`config.mk`:
```
export PLATFORM = sky130hd
export DESIGN_NAME = pipeline_stall_controller
export DESIGN_NICKNAME = d
export VERILOG_FILES = /design/src/rtl/pipeline_stall_controller.sv
export SDC_FILE = /design/constraint.sdc
export NUM_CORES = 1
export LEC_CHECK = 0
export BUFFER_PORTS_ARGS = -buffer_cell sky130_fd_sc_hd__buf_2
export CAP_MARGIN = 20
export CORE_MARGIN = 5
export CORE_UTILIZATION = 50
export DETAILED_ROUTE_END_ITERATION = 12
export PLACE_DENSITY = 0.81
export SLEW_MARGIN = 0
export SYNTH_ARGS = -nofsm -noshare
export SYNTH_HDL_FRONTEND = slang
export SYNTH_SLANG_ARGS = --single-unit
```
`constraint.sdc`:
```
create_clock -name clock -period 3.95 [get_ports clock]
set_input_delay 0.395 -clock clock [delete_from_list [all_inputs] [get_ports clock]]
set_output_delay 0.395 -clock clock [all_outputs]
set_load 0.02 [all_outputs]
```
`src/rtl/pipeline_stall_controller.sv`:
```
// Stall/flush sequencer for the five-stage pipeline: load-use interlock, multi-cycle EX hold,
// branch flush of IF/ID, and a saturating count of PC-stalled cycles.
module pipeline_stall_controller #(
   parameter int MAX_CYCLES_WIDTH = 6,
   parameter int COUNTER_WIDTH    = 16
) (
   input  logic                        clock,
   input  logic                        reset,
   input  logic                        id_register_read_enable_a,
   input  logic [4:0]                  id_register_read_address_a,
   input  logic                        id_register_read_enable_b,
   input  logic [4:0]                  id_register_read_address_b,
   input  logic                        ex_load,
   input  logic                        ex_register_write_enable,
   input  logic [4:0]                  ex_register_write_address,
   input  logic                        ex_multicycle_start,
   input  logic [MAX_CYCLES_WIDTH-1:0] ex_multicycle_cycles,
   input  logic                        id_branch_taken,
   output logic [5:0]                  stall,
   output logic                        bubble_id_ex,
   output logic                        flush_if_id,
   output logic                        busy,
   output logic [COUNTER_WIDTH-1:0]    stall_cycles
);

   typedef enum logic {
      RUN  = 1'b0,
      BUSY = 1'b1
   } state_e;

   state_e                      state_q, state_d;
   logic [MAX_CYCLES_WIDTH-1:0] remain_q, remain_d;
   logic [COUNTER_WIDTH-1:0]    count_q, count_d;

   logic load_use;
   logic start_hold;
   logic ex_hold;

   assign load_use = ex_load && ex_register_write_enable &&
                     (ex_register_write_address != 5'd0) &&
                     ((id_register_read_enable_a &&
                       (id_register_read_address_a == ex_register_write_address)) ||
                      (id_register_read_enable_b &&
                       (id_register_read_address_b == ex_register_write_address)));

   // Operations of one or zero cycles never hold EX.
   assign start_hold = ex_multicycle_start &&
                       (ex_multicycle_cycles >= MAX_CYCLES_WIDTH'(2));
   assign ex_hold    = (state_q == BUSY) || start_hold;

   always_ff @(posedge clock) begin
      if (!reset) begin
         state_q  <= RUN;
         remain_q <= '0;
         count_q  <= '0;
      end else begin
         state_q  <= state_d;
         remain_q <= remain_d;
         count_q  <= count_d;
      end
   end

   // The start cycle is itself the first held cycle, so BUSY covers N-2 further cycles.
   always_comb begin
      state_d  = state_q;
      remain_d = remain_q;
      case (state_q)
         RUN: begin
            if (start_hold) begin
               if (ex_multicycle_cycles >= MAX_CYCLES_WIDTH'(3)) begin
                  state_d  = BUSY;
                  remain_d = ex_multicycle_cycles - MAX_CYCLES_WIDTH'(2);
               end else begin
                  remain_d = '0;
               end
            end
         end
         BUSY: begin
            if (remain_q == MAX_CYCLES_WIDTH'(1)) begin
               state_d  = RUN;
               remain_d = '0;
            end else begin
               remain_d = remain_q - MAX_CYCLES_WIDTH'(1);
            end
         end
         default: begin
            state_d  = RUN;
            remain_d = '0;
         end
      endcase
   end

   always_comb begin
      stall        = 6'b000000;
      bubble_id_ex = 1'b0;
      flush_if_id  = 1'b0;
      busy         = 1'b0;
      if (reset) begin
         if (ex_hold) begin
            stall = 6'b001111;
         end else if (load_use) begin
            stall = 6'b000111;
         end
         bubble_id_ex = stall[2] && !stall[3];
         flush_if_id  = id_branch_taken && !stall[2];
         busy         = (state_q == BUSY);
      end
   end

   always_comb begin
      count_d = count_q;
      if (stall[0] && (count_q != {COUNTER_WIDTH{1'b1}})) begin
         count_d = count_q + COUNTER_WIDTH'(1);
      end
   end

   assign stall_cycles = count_q;

endmodule
```
# [After elaboration in Yosys (flattened, before gate mapping)]
# Index checks and enable logic that the tools add are counted.
[classes] reduce_logical=14 magnitude_cmp=2 bitwise_logic=1 n_addsub=3 eq_ne=5 mux=15
[ops] operator="$mux W6" count=5
[ops] operator="$add A16 B1 Y16 const B" count=1
[ops] operator="$ne A16 B16 Y1 const B" count=1
[ops] operator="$ge A6 B2 Y1 const B" count=2
[ops] operator="$pmux W6 S2" count=1
[ops] operator="$eq A5 B5 Y1" count=2
[ops] operator="$logic_and A1 B1 Y1" count=9
[ops] operator="$eq A6 B1 Y1 const B" count=1
[ops] operator="$mux W1" count=6
[ops] operator="$sub A6 B1 Y6 const B" count=1
[ops] operator="$sub A6 B2 Y6 const B" count=1
[ops] operator="$reduce_bool A5 Y1" count=1
[ops] operator="$mux W4" count=1
[ops] operator="$mux W3" count=1
[ops] operator="$logic_not A1 Y1" count=2
[ops] operator="$logic_or A1 B1 Y1" count=2
[ops] operator="$ne A2 B2 Y1 const B" count=1
[ops] operator="$pmux W1 S2" count=1
[ops] operator="$not A1 Y1" count=1
[totals] output_inout_bits=25 ff_bits=23 in_bits=29 word_cells=43

# [Longest topological paths before layout]
[logic_depth] word_depth=10 mapped_depth=9 ltp_nobuf=8

# [Worst setup path after synthesis]
# OpenSTA, ideal clock, no wires.
[synth_timing] kind="input-to-output" from="input port ex_multicycle_cycles[2]" to="output port stall[1]" path_buffers=2 arrival_time_ns=1.961 stages=7 required_time_ns=3.555 path_slack_ns=1.594 cell_sequence="or3_4 o31a_4 or2_1 buf_2 a21oi_4 nor2_1 buf_4"
[synth_between] elab_chain_cells=6
[synth_rtl] element="start, declared" line_no="17" text="input logic [MAX_CYCLES_WIDTH-1:0] ex_multicycle_cycles,"
[synth_rtl] element="$ge A6 B2 Y1" line_no="48" text="(ex_multicycle_cycles >= MAX_CYCLES_WIDTH'(2));"
[synth_rtl] element="$logic_and A1 B1 Y1" line_no="47" text="assign start_hold = ex_multicycle_start &&"
[synth_rtl] element="$logic_or A1 B1 Y1" line_no="49" text="assign ex_hold = (state_q == BUSY) || start_hold;"
[synth_rtl] element="$mux W4" line_no="99" text="if (ex_hold) begin"
[synth_rtl] element="$mux W6 (2 in a row)" line_no="98" text="if (reset) begin"
[synth_rtl] element="end, declared" line_no="19" text="output logic [5:0] stall,"
# No other way between the ends. The select of a mux whose other input is x is not followed.

# [Worst setup path after layout]
[layout_timing] from="input port ex_multicycle_cycles[2]" to="output port flush_if_id"
[layout_between] elab_chain_cells=8
[layout_rtl] element="$ge A6 B2 Y1" line_no="48"
[layout_rtl] element="$logic_and A1 B1 Y1" line_no="47"
[layout_rtl] element="$logic_or A1 B1 Y1" line_no="49"
[layout_rtl] element="$mux W4" line_no="99"
[layout_rtl] element="$mux W6" line_no="98"
[layout_rtl] element="$logic_not A1 Y1" line_no="105" text="flush_if_id = id_branch_taken && !stall[2];"
[layout_rtl] element="$logic_and A1 B1 Y1" line_no="105"
[layout_rtl] element="$mux W1" line_no="98"
[layout_rtl] element="end, declared" line_no="21" text="output logic flush_if_id,"
# No other way between the ends. The select of a mux whose other input is x is not followed.

==> impl_metrics.csv <==
group,metric,value,unit
status,status,"completed",
route,drc,0,
final_layout,antenna_cells,0,
setup_path,critPathTopFamily,"simple AND/OR/NAND/NOR gates",
placement,pre_cts_ws,1440,ps
route,firstDrtPassIters,4,
yosys,synthTopCellsByArea,"dfxtp_1 (29%), xnor2_1 (6.7%), a21oi_1 (3.8%)",
setup_path,arrival,2110,ps
setup_path,crit_slowest_cell,"or3_4",
clocking,clk_pin_slew_worst_paths,130,ps
route,viasPerCell,5.59,
floorplanning,core_area,3030,um^2
yosys,yosys_most_used_dff,"dfxtp_1",
final_layout,drive_above_1_share,26.8,%
yosys,syn_inst,186,
clocking,cts.sinks,23,
job,cap_violations,0,
yosys,synth_edf_count,0,
min_path,hold_class,"in -> reg",
placement,globalplace.congestion,0.846,
clocking,root_buffer,"clkbuf_4",
route,dr.first_iter.drc_count,66,
setup_path,cp-start-kind,"input pin",
setup_path,path_class,"in -> out",
setup_path,cp.buffers_inverters,2,
sta,whs,373,ps
yosys,ys_seq_area_share,29.4,%
sta,fin_skew,1.86,ps
power_and_ir_drop,irDropWorstVdd,0.272,mV
yosys,syn_area_per_cell,8.41,um^2
clocking,clock_latency,320,ps
floorplanning,initial_core_util,51.7,%
setup_path,required,3560,ps
final_layout,nNetsFinal,265,
clocking,cts_tree,"done",
clocking,post_cts_resized,0,
yosys,synth_top_area_cell,"dfxtp_1",
clocking,cts_buffer_depth,2,
clocking,hold_buffers,0,
final_layout,area_growth_syn_to_layout,16.6,%
sta,period_share,63.5,%
clocking,cts_setup_buffers,0,
route,wirelength,3.67,mm
grt,grt_pass1_wl,6.04,mm
grt,globalRouteOverflowTotal,0,
power_and_ir_drop,powerDensity,281,nW/um^2
route,antenna_left,0,
sta,fmax,398,MHz
grt,grtUsageTotal,17.5,%
yosys,synthTopCellsByCount,"dfxtp_1 (23), nand2_1 (13)",
floorplanning,fp.dieH,65.9,um
yosys,synth_cell_types,54,
grt,antenna_found_initial,0,
power_and_ir_drop,leakage,0.758,nW
yosys,synth.most_common_cell,"dfxtp_1",
sta,final-max-slew-violation-count,0,
floorplanning,die_w,65.9,um
floorplanning,boundaryPins,54,
yosys,syn_area,1560,um^2
floorplanning,die-area,4350,um^2
sta,slew_headroom,52.5,%
sta,finalSetupTns,0,ps
setup_path,slowest_delay,390,ps
route,vias,1537,
yosys,ys_seq_elements,23,
sta,finalCriticalPeriod,2510,ps
clocking,cts_made_buffers,3,
sta,tightest_slew,712,ps
floorplanning,num_rows,20,
yosys,ys_async_sr_fraction,0,%
setup_path,path_max_fanout,8,
placement,dpl.hpwl,2.85,mm
grt,grt_max_degree,23,
clocking,htree_num_levels,1,
sta,rsz0062_at_grt,"no",
setup_path,crit_path_frequent_cell,"buf_2",
placement,place_area,1800,um^2
placement,port_buffers,51,
route,post_drt_wl_per_cell,13.3,um
setup_path,crit_path_end_kind,"primary output",
setup_path,cp_cell_sequence,"buf_2 -> or3_4 -> o31a_4 -> or2_1 -> a21oi_4 -> and3_1 -> buf_2",
sta,setup_viol,0,
yosys,yosysTopAreaCellShare,29.4,%
final_layout,postLayoutCellArea,1820,um^2
sta,hold_viol,0,
sta,setup_ws,1440,ps
grt,grt_pass1_vias,1413,
yosys,yosysWarningCount,0,
-- stage by stage --
stage	power, W	instances	util [%]
floorplan	0.000373	187	-
global placement	0.000403	271	59.3
detailed placement	0.000406	271	59.3
CTS	0.000518	275	60.2
global route	0.000547	275	60.2
finish	0.000513	275	60.2
-- area by class of cell --
cell class | count | area [um^2]
Fill cell | 288 | 1200
Multi-Input combinational cell | 141 | 981
Sequential cell | 23 | 460
Timing Repair Buffer | 51 | 255
Tap cell | 44 | 55.1
Inverter | 12 | 45.0
Clock buffer | 3 | 22.5
Clock inverter | 1 | 5.00
-- flip-flops by register name, summed over array words and instances, names as in the netlist --
name	flops
remain_q	6
stall_cycles	16
state_q	1
-- routing by layer --
layer  part of all wire (%)  GRT usage (%)
met5                      0              0
met4                   0.93           4.82
met2                     51           31.4
met3                    4.6           4.25
met1                     43           20.5
-- cells in the final DEF (no fill, tap or decap), types with 2 or more instances in the layout --
cell,count
buf_2,51
dfxtp_1,23
nand2_1,13
inv_1,12
xnor2_1,12
nor2_1,12
a21oi_1,12
nand3_1,7
or3_1,5
nor3_1,5
o21ai_1,5
o22ai_1,4
ha_1,4
nand4_1,3
and3_1,3
nand2b_1,3
a211oi_1,3
xor2_1,3
o21ai_0,3
o41ai_1,3
o31ai_1,3
or4_1,3
clkbuf_4,3
a21o_1,2
or3b_1,2
nand3b_1,2
o21bai_1,2
mux2i_1,2
o21a_1,2
conb_1,2
-- where the power goes --
group / switching (W) / internal (W) / total [W] / leakage, nW
Combinational: 0.0000809 / 0.0000608 / 0.000142 / 0.553
Sequential: 0.0000149 / 0.000244 / 0.000259 / 0.187
Clock: 0.0000749 / 0.0000380 / 0.000113 / 0.0177
Total: 0.000171 / 0.000343 / 0.000513 / 0.758
-- worst paths after layout --
check                          startpoint              end  slack (ps)  depth (start not counted)
setup reg to reg          stall_cycles[6]  stall_cycles[5]        1570                          6
hold / removal                      reset  stall_cycles[3]         370                          2
setup / recovery  ex_multicycle_cycles[2]      flush_if_id        1440                          7
hold reg to reg               remain_q[5]      remain_q[5]         480                          2
-- cell families (layout without fill, tap and decap cells) --
kind of cell	count (synthesis)	count (layout)	synth area share, %
other cells	1	2	0.240
compound gates	52	52	26.2
flops	23	23	29.4
buf+inv	23	67	8.08
simple gates	66	66	23.2
xor+xnor	15	15	8.40
mux	2	2	1.28
fa+ha+maj	4	4	3.20
No activity file was read; power rests on OpenSTA's default activity.
